[src/rtl/branch_predictor_ctrl.sv]
// Dynamic branch predictor: 2-bit saturating counter table, ID-stage prediction, EX-stage resolution.
// Optional statistics counters are enabled by defining BP_STATS_EN.
module branch_predictor_ctrl #(
    parameter int IDX_W = 4,
    parameter int XLEN  = 32
) (
    input  logic            clk,
    input  logic            rst_n,
    input  logic            ID_is_branch,
    input  logic [XLEN-1:0] ID_PC,
    input  logic [XLEN-1:0] ID_target,
    output logic            ID_pred_taken,
    output logic            ID_redirect,
    input  logic            EX_is_branch,
    input  logic [XLEN-1:0] EX_PC,
    input  logic            EX_taken,
    input  logic            EX_pred_taken,
    input  logic [XLEN-1:0] EX_target,
    output logic            EX_redirect,
    output logic [XLEN-1:0] EX_redirect_pc,
    output logic [XLEN-1:0] redirect_pc,
    output logic            IF_flush,
    output logic            ID_flush,
    output logic            bp_ready
`ifdef BP_STATS_EN
    ,
    output logic [31:0]     stat_branches,
    output logic [31:0]     stat_mispredicts
`endif
);

    localparam int DEPTH = 1 << IDX_W;

    typedef enum logic {
        ST_INIT,
        ST_RUN
    } state_t;

    state_t           state_q;
    logic [IDX_W-1:0] init_idx_q;
    logic             bp_ready_q;
    logic [1:0]       bht_q [DEPTH];

    logic [IDX_W-1:0] id_idx;
    logic [IDX_W-1:0] ex_idx;
    logic [1:0]       id_ctr;
    logic [1:0]       ex_ctr;
    logic [1:0]       ex_ctr_d;
    logic             ex_mispredict;
    logic             unused_pc_bits;

    assign id_idx = ID_PC[IDX_W+1:2];
    assign ex_idx = EX_PC[IDX_W+1:2];
    assign id_ctr = bht_q[id_idx];
    assign ex_ctr = bht_q[ex_idx];
    assign unused_pc_bits = ^{ID_PC[XLEN-1:IDX_W+2], ID_PC[1:0]};

    always_comb begin
        ex_ctr_d = ex_ctr;
        if (EX_taken) begin
            if (ex_ctr != 2'b11) ex_ctr_d = ex_ctr + 2'b01;
        end else begin
            if (ex_ctr != 2'b00) ex_ctr_d = ex_ctr - 2'b01;
        end
    end

    always_ff @(posedge clk) begin
        if (!rst_n) begin
            state_q    <= ST_INIT;
            init_idx_q <= '0;
            bp_ready_q <= 1'b0;
        end else begin
            case (state_q)
                ST_INIT: begin
                    init_idx_q <= init_idx_q + 1'b1;
                    if (init_idx_q == IDX_W'(DEPTH - 1)) begin
                        state_q    <= ST_RUN;
                        bp_ready_q <= 1'b1;
                    end
                end
                default: state_q <= ST_RUN;
            endcase
        end
    end

    // Table has no reset of its own: the INIT sweep is what clears it.
    always_ff @(posedge clk) begin
        if (rst_n) begin
            if (state_q == ST_INIT) begin
                bht_q[init_idx_q] <= 2'b01;
            end else if (EX_is_branch) begin
                bht_q[ex_idx] <= ex_ctr_d;
            end
        end
    end

    assign ex_mispredict  = rst_n & EX_is_branch & (EX_taken != EX_pred_taken);
    assign EX_redirect    = ex_mispredict;
    assign EX_redirect_pc = EX_taken ? EX_target : EX_PC + XLEN'(4);
    assign ID_pred_taken  = rst_n & bp_ready_q & ID_is_branch & id_ctr[1];
    assign ID_redirect    = ID_pred_taken & ~ex_mispredict;
    assign redirect_pc    = ex_mispredict ? EX_redirect_pc : ID_target;
    assign IF_flush       = ex_mispredict | ID_redirect;
    assign ID_flush       = ex_mispredict;
    assign bp_ready       = bp_ready_q;

`ifdef BP_STATS_EN
    logic [31:0] stat_br_q;
    logic [31:0] stat_mp_q;

    always_ff @(posedge clk) begin
        if (!rst_n) begin
            stat_br_q <= '0;
            stat_mp_q <= '0;
        end else begin
            if (EX_is_branch && stat_br_q != 32'hFFFF_FFFF) stat_br_q <= stat_br_q + 32'd1;
            if (ex_mispredict && stat_mp_q != 32'hFFFF_FFFF) stat_mp_q <= stat_mp_q + 32'd1;
        end
    end

    assign stat_branches    = stat_br_q;
    assign stat_mispredicts = stat_mp_q;
`endif

endmodule

[config.mk]
export PLATFORM = sky130hd
export DESIGN_NAME = branch_predictor_ctrl
export DESIGN_NICKNAME = d
export VERILOG_FILES = /design/src/rtl/branch_predictor_ctrl.sv
export SDC_FILE = /design/constraint.sdc
export NUM_CORES = 1
export LEC_CHECK = 0
export CAP_MARGIN = 40
export CORE_UTILIZATION = 39
export CTS_BUF_LIST = sky130_fd_sc_hd__clkbuf_8
export DETAILED_ROUTE_END_ITERATION = 8
export PLACE_DENSITY = 0.84
export SLEW_MARGIN = 20
export SYNTH_ARGS = -nofsm -noshare
export SYNTH_HDL_FRONTEND = slang
export SYNTH_SLANG_ARGS = --single-unit
[constraint.sdc]
create_clock -name clk -period 2.5 [get_ports clk]
set_input_delay 0.25 -clock clk [delete_from_list [all_inputs] [get_ports clk]]
set_output_delay 0.25 -clock clk [all_outputs]
set_load 0.05 [all_outputs]
* Yosys cells after proc, flatten, opt, wreduce, memory -nomap -nowiden *
Memories as Yosys holds them, arrays and structs flattened.
Index checks and enable logic that the tools add are counted.

word-level totals
  bits in registers = 6
  bits in writable memories = 32
  input port bits = 134
  output and inout port bits = 70
  memories kept = 1

memory list
  memory  words  bits a word  read ports  clocked after memory_dff  write ports  RTL line  source
  bht_q   16     2            2           0                         1            42        logic [1:0] bht_q [DEPTH];

cells by class
  $add $sub $neg = 4
  equality and inequality tests = 3
  mux-type cells = 17
  bitwise gates (word level) = 9
  reduce and logical (&&, ||, !) cells = 3

operators by type and width
  kind                   count
  $mux 32                2
  $add 32x3->32 const B  1
  $mux 1                 10
  $mux 2                 4
  $and 1x1->1            6
  $add 4x1->4 const B    1
  $eq 4x4->1 const B     1
  $mux 4                 1
  $add 2x1->2 const B    1
  $ne 2x2->1 const B     1
  $not 1->1              2
  $reduce_and 2->1       1
  $reduce_bool 2->1      1
  $reduce_or 2->1        1
  $sub 2x1->2 const B    1
  $ne 1x1->1             1
  $or 1x1->1             1

* Longest topological paths before layout *
Gate-level depths: netlist of the first run.

  depth in word-level cells = 6
  depth in mapped cells = 7

* Least setup slack after synthesis of the first run *
Ideal clock, no wire load.

  path kind = input to output
  start = input port EX_PC[2]
  end = output port redirect_pc[13]
  arrival = 3.003 ns
  required time = 2.250 ns
  path slack = -0.753 ns
  stages on the path = 7
  path buffers = 2
  path through = clkbuf_1 -> clkbuf_1 -> nand3_1 -> nor4_1 -> xnor2_1 -> o21ai_0 -> mux2_2

on the way
  longest elaborated chain between the ends = 3

ends and longest elaborated chain
  element                 RTL line  source
  start: declaration      15        input logic [XLEN-1:0] EX_PC,
  $add 32x3->32           99        assign EX_redirect_pc = EX_taken ? EX_target : EX_PC + XLEN'(4);
  $mux 32                 99
  net EX_redirect_pc[13]  20        output logic [XLEN-1:0] EX_redirect_pc,
  $mux 32                 102       assign redirect_pc = ex_mispredict ? EX_redirect_pc : ID_target;
  end: declaration        21        output logic [XLEN-1:0] redirect_pc,

The timed path passes the listed nets, and every way through them passes these cells.

* Final worst setup path of the first run *
  start = input port EX_PC[20]
  end = output port redirect_pc[31]

on the way
  longest elaborated chain between the ends = 3

ends and longest elaborated chain
  element        RTL line
  $add 32x3->32  99
  $mux 32        99
  $mux 32        102

No other way between the ends.

==> results of run 1 <==
routing by layer:
layer	wire length, µm	vias to the layer above
li1	-	1946
met3	1200	62
met2	7630	242
met5	0	-
met1	5490	2027
met4	674	0
cell usage in the layout (no fill, tap or decap), types with 5 or more instances in the layout:
cell	instances
buf_4	94
nand3_1	14
clkbuf_8	5
buf_12	54
o211ai_1	7
nor2_1	53
edfxtp_1	32
mux4_2	9
dfxtp_1	6
clkdlybuf4s50_1	88
mux2_2	18
o21ai_1	9
nor3_1	5
o22ai_1	9
nand2_1	60
xnor2_1	15
nand4_1	11
a21oi_1	14
inv_1	12
o21ai_0	5
mux2i_1	7
xor2_1	8
a31oi_1	8
and2_1	7
clkbuf_2	5
synthesized netlist by cell type, types with 2 or more instances:
library cell | n | share of area
o31ai_1 | 5 | 0.011
a21o_1 | 2 | 0.0045
xor2_1 | 8 | 0.021
edfxtp_1 | 32 | 0.29
mux2i_1 | 7 | 0.021
buf_6 | 2 | 0.0067
a31oi_1 | 10 | 0.019
clkbuf_1 | 20 | 0.022
o211ai_1 | 7 | 0.016
nor3_1 | 6 | 0.0089
or4_1 | 3 | 0.0067
or2_2 | 2 | 0.0037
and2_1 | 8 | 0.015
nor4_1 | 8 | 0.015
and3_1 | 4 | 0.0074
mux2_2 | 20 | 0.067
o31a_1 | 2 | 0.0052
inv_1 | 9 | 0.010
xnor2_1 | 15 | 0.039
nor3b_1 | 2 | 0.0045
buf_1 | 4 | 0.0045
a21oi_1 | 16 | 0.024
nand2_1 | 61 | 0.068
nand2b_1 | 3 | 0.0056
mux4_2 | 9 | 0.060
and4_1 | 3 | 0.0078
nor2b_1 | 4 | 0.0074
o221ai_1 | 3 | 0.0078
o22ai_1 | 11 | 0.020
nand3_1 | 16 | 0.024
nand4_1 | 11 | 0.020
ha_1 | 2 | 0.0074
dfxtp_1 | 6 | 0.036
o21ai_0 | 18 | 0.027
nor2_1 | 53 | 0.059
power by group through the flow:
stage               combinational, mW  clock (mW)  sequential, mW
floorplan                       0.585           0           0.706
CTS                              1.28       0.390           0.695
global route                     1.34       0.410           0.696
global placement                 1.25           0           0.707
detailed placement               1.27           0           0.709
finish                           1.30       0.390           0.695
registers in the layout (all words and copies together), names as in the netlist:
signal      count
bht_q          32
bp_ready        1
init_idx_q      4
state_q         1
path summary, 6_finish.rpt:
| path | to | depth (start not counted) |
|---|---|---|
| max reg2reg | bht_q[12][1]$_DFFE_PP_ | 6 |
| max | redirect_pc[31] | 9 |
| min | bp_ready$_SDFFE_PN0P_ | 2 |
| min reg2reg | bp_ready$_SDFFE_PN0P_ | 2 |
worst min-delay path, cell delays in order (launching register included):
cell and delay [ns]:
dfxtp_1 0.37, a31oi_1 0.05, nor2b_1 0.10
what timing repair did:
action	in CTS	in global routing
endpoints found under the setup margin	36	20
setup buffers	2	4
hold buffers	0	0
resized for setup	39	29
pin swaps	7	9
area by class of cell:
cell class / instances / area, µm² / share of cell area
clock buffers: 5 / 68.8 / 0.0106
clock inverters: 3 / 11.3 / 0.00174
inverters: 10 / 37.5 / 0.00580
multi-input cells: 328 / 2330 / 0.360
flip-flops and latches: 38 / 1080 / 0.167
well taps: 105 / 131 / 0.0203
repair buffers: 254 / 2820 / 0.435
stage by stage:
| stage | setup slack [ns] | instance area, µm² | power [mW] | std cells |
|---|---|---|---|---|
| global placement | -0.316 | 6270 | 1.96 | 729 |
| CTS | 0.000545 | 6390 | 2.36 | 739 |
| detailed placement | -0.391 | 6270 | 1.98 | 729 |
| floorplan | -0.314 | 3460 | 1.29 | 403 |
| global route | -0.0914 | 6480 | 2.45 | 743 |
| finish | 0.0102 | 6480 | 2.38 | 743 |
kinds of logic after synthesis:
kind of cell,count (synthesis),share of synthesized area
AO/OA/AOI/OAI,77,0.141
XOR/XNOR,23,0.0599
adder cells (fa/ha/maj),2,0.00744
buffers and inverters,37,0.0469
flip-flops,38,0.322
multiplexers,36,0.148
AND/OR/NAND/NOR,190,0.274
==> results.yml, run 1 <==
timing:
  tightest_slew_ns: 0.600
  relSlewSlack: 0.598
  skew_ns: 0.00678
  setup_tns_ns: 0
  timing.final.crit_period_ns: 2.49
  setup_viol: 0
  worst_hold_slack_ns: 0.557
  timing.final.max_slew_violations: 0
  achievable_clock_frequency_ghz: 0.402
  post-route-period-util: 0.996
  hold_viol: 0
global_routing:
  grt_antenna_before_repair: 0
  grt_start_max_net_pins: 31
  globalRoute.totalOverflow: 0
  gr-usage-met2: 0.594
  global_route.usage.met3: 0.0515
  grt_busiest_layer: "met2"
  global_route_wire_length_before_repair_mm: 21.9
  groute.layer.met1.usage: 0.369
  global_route.usage.total: 0.326
  number_of_global_route_vias_before_repair: 4199
drt:
  wirelength_mm: 15.0
  avgViaCountPerCell: 5.76
  via_count: 4277
  drt-wirelength-per-cell_um: 20.2
  dr.pass1.iters: 7
  final_antenna_net_count: 0
  dr.first_iter.drc_count: 241
  drc: 0
worst_setup_path:
  cp-start-kind: "input pin"
  timing.rr.start: "bht_q[7][1]$_DFFE_PP_"
  critPathBufInv: 4
  path_delay_family: "buffers and inverters"
  cp_arrival_ns: 2.24
  crit_required_ns: 2.25
  cp_slowest_stage_delay_ns: 0.49
  worst_path_max_delay_cell: "clkdlybuf4s50_1"
  timing_worst_setup_path_type: "input pin to output pin"
  critPathMostFrequentCell: "buf_4"
  crit_path_cell_trace: "clkdlybuf4s50_1 > and4_4 > nand4_1 > buf_4 > nor4_2 > buf_4 > xnor2_1 > o22ai_2 > buf_12"
  setup.worst_path.start: "EX_PC[20]"
  worst-path-max-fanout: 6
  worstSetupEndpointType: "output pin"
  rrSetupSlack_ns: 0.53
pwr:
  vdd_ir_drop_max_mv: 0.419
  power_per_cell_area_nw_per_um2: 368
  power_frac_comb: 0.545
  pwr-share-seq: 0.292
  p_int_mw: 1.48
  swShare: 0.377
  p_switching_mw: 0.899
  clockPowerShare: 0.164
  total_leakage_power_nw: 2.64
floorplan:
  row_count: 33
  starting_utilization_of_the_core_area: 0.407
  core_area_um2: 8260
  fp.dieH_um: 94.8
  total_die_area_um2: 8990
  top_level_ports: 204
  dieWidth_um: 94.8
cells_and_area:
  count_of_filler_cells_inserted_in_the_layout: 516
  post_route_cells_drive_above_1_share: 0.356
  finish.net_count: 773
  fin_util: 0.784
  syn_to_final_growth_pct: 92.7
  antenna_cells_inserted: 0
synthesis:
  async_flop_share: 0
  synth_seq_cells: 38
  post_synth_instance_area_um2: 3360
  number_of_flops_mapped_to_enable_cells_by_yosys: 32
  yosys_most_used_dff: "edfxtp_1"
  ys_seq_area_frac: 0.322
  ys_warns: 0
  ys_types: 46
  post_synth.cell_area_avg_um2: 8.34
  syn_nets: 539
  synthesis.instances: 403
clock_network:
  clk_transition_reported_paths_ns: 0.07
  clock_tree_from_tritoncts: "done"
  clock_insertion_delay_at_the_later_pin_of_the_skew_report_ns: 0.29
  clock_sink_total: 38
  htreeDepth: 2
  clock_tree.buffer_depth: 2
  numCtsBuffers: 5
  clk_root_buffer_cell: "clkbuf_8"
placement:
  hpwl_mm: 11.5
  gp_routability_congestion: 0.944
  io_buffer_count: 175
run:
  timing.max_cap.violations: 0
hold_path:
  startpoint_of_the_tightest_hold_check_path: "bp_ready$_SDFFE_PN0P_"
  worst_hold_path_type: "register to register"
status:
  outcome: "finished clean"
Note: power is estimated with default switching activity, not from simulation.
==> inputs of run 2 (changes only) <==
- SLEW_MARGIN: 20 -> not set
==> results of run 2 <==
No change in the layout: final DEF, timing and power equal those of run 1.
==> inputs of run 3 (changes only) <==
- clock period: 2.5 -> 2.74 ns (I/O delays scaled with it)
==> results.yml, run 3 (synthesis gave the netlist of run 1 again) <==
floorplan:
  fp.dieH_um: 94.8
  top_level_ports: 204
  starting_utilization_of_the_core_area: 0.407
  total_die_area_um2: 8990
  core_area_um2: 8260
  dieWidth_um: 94.8
  row_count: 33
clock_network:
  cts_hold_buf: 0
  clk_transition_reported_paths_ns: 0.07
  clock_insertion_delay_at_the_later_pin_of_the_skew_report_ns: 0.30
  htreeDepth: 2
  clk_root_buffer_cell: "clkbuf_8"
  clock_sink_total: 38
  numCtsBuffers: 5
  clock_tree.buffer_depth: 2
  clock_tree_from_tritoncts: "done"
hold_path:
  worst_hold_path_type: "register to register"
  startpoint_of_the_tightest_hold_check_path: "bp_ready$_SDFFE_PN0P_"
drt:
  via_count: 4222
  drc: 0
  final_antenna_net_count: 0
  dr.first_iter.drc_count: 201
  dr.pass1.iters: 5
  avgViaCountPerCell: 5.86
  drt-wirelength-per-cell_um: 19.7
  wirelength_mm: 14.2
cells_and_area:
  fin_area_um2: 6260
  most_frequent_cells_in_the_layout: "clkdlybuf4s50_1, buf_4, nand2_1"
  top_register: "bht_q"
  reg_top3: "bht_q: 32 flops, init_idx_q: 4 flops"
  layout.cells.most_common: "clkdlybuf4s50_1"
  finish.net_count: 750
  fin_util: 0.758
  largest_register_ffs: 32
  post_route_cells_drive_above_1_share: 0.316
  syn_to_final_growth_pct: 86.2
  final_cell_count_no_fill: 720
pwr:
  power_per_cell_area_nw_per_um2: 341
  vdd_ir_drop_max_mv: 0.412
  total_leakage_power_nw: 2.49
  post-layout-total-power_mw: 2.13
timing:
  grt_setup_unrepaired: "no"
  relSlewSlack: 0.589
  setup_slack_ns: 0.0578
  setup_viol: 0
  tightest_slew_ns: 0.613
  timing.final.max_slew_violations: 0
  achievable_clock_frequency_ghz: 0.373
  post-route-period-util: 0.979
  timing.final.crit_period_ns: 2.68
  hold_viol: 0
  skew_ns: 0.00567
  worst_hold_slack_ns: 0.572
  setup_tns_ns: 0
placement:
  io_buffer_count: 175
  place_inst: 704
  hpwl_mm: 10.9
  gp_routability_congestion: 0.938
  placement.cell_area_um2: 6000
  placement.setup.worst_slack_ns: -0.211
worst_setup_path:
  timing.rr.start: "bht_q[6][0]$_DFFE_PP_"
  crit_required_ns: 2.47
  cp-start-kind: "input pin"
  worstSetupEndpointType: "output pin"
  cp_arrival_ns: 2.41
  worst-path-max-fanout: 6
  timing_worst_setup_path_type: "input pin to output pin"
  setup.worst_path.start: "EX_PC[15]"
global_routing:
  global_route.usage.total: 0.312
  grt_start_max_net_pins: 33
  globalRoute.totalOverflow: 0
  number_of_global_route_vias_before_repair: 4200
  global_route_wire_length_before_repair_mm: 21.2
  grt_antenna_before_repair: 0
run:
  timing.max_cap.violations: 0
status:
  outcome: "finished clean"
==> run 3: cell types whose count changed in the layout (fill, tap and decap cells not counted), sizes merged <==
cell | previous run | this run
buf | 152 | 123
dlygate4sd2 | 1 | 13
clkbuf | 10 | 6
clkdlybuf4s15 | 4 | 0
clkdlybuf4s50 | 88 | 92
inv | 13 | 10
clkinv | 0 | 2
dlymetal6s2s | 4 | 2
diode | 0 | 1
==> run 3: path summary, 6_finish.rpt <==
kind,to,slack [ns],cells past startpoint
max,redirect_pc[20],0.06,7
min,bp_ready$_SDFFE_PN0P_,0.57,2
max reg2reg,bht_q[13][1]$_DFFE_PP_,0.56,6
min reg2reg,bp_ready$_SDFFE_PN0P_,0.57,2
==> run 3: final cells by class <==
type / instances / area [µm²]
Antenna cell: 1 / 2.50
Clock buffer: 5 / 68.8
Clock inverter: 2 / 10.0
Fill cell: 531 / 2000
Inverter: 10 / 37.5
Multi-Input combinational cell: 328 / 2280
Sequential cell: 38 / 1080
Tap cell: 105 / 131
Timing Repair Buffer: 231 / 2640
==> run 3: layer usage <==
metal	up-vias	track usage	wire, µm
met4	0	0.168	713
met2	253	0.582	7340
met3	54	0.0564	1240
met5	-	0	0
met1	2013	0.330	4900
li1	1902	-	-
==> run 3: worst max-delay path, stage by stage <==
cell	delay, ns
dlygate4sd2_1	0.30
nand4_1	0.14
or4_4	0.61
or4_4	0.55
a31oi_4	0.21
mux2_4	0.18
buf_8	0.14
==> run 3: timing repair <==
action | 4_1_cts | 5_1_grt
cloned | 0 | 0
setup buffers | 1 | 7
pin swaps | 10 | 3
gates resized for setup | 33 | 9
endpoints found under the setup margin | 24 | 29
==> run 3: where the power goes <==
part	internal (mW)	total (mW)	leakage [nW]	switching, mW
Sequential	0.626	0.634	0.372	0.00778
Clock	0.170	0.358	0.0438	0.188
Combinational	0.530	1.14	2.07	0.609
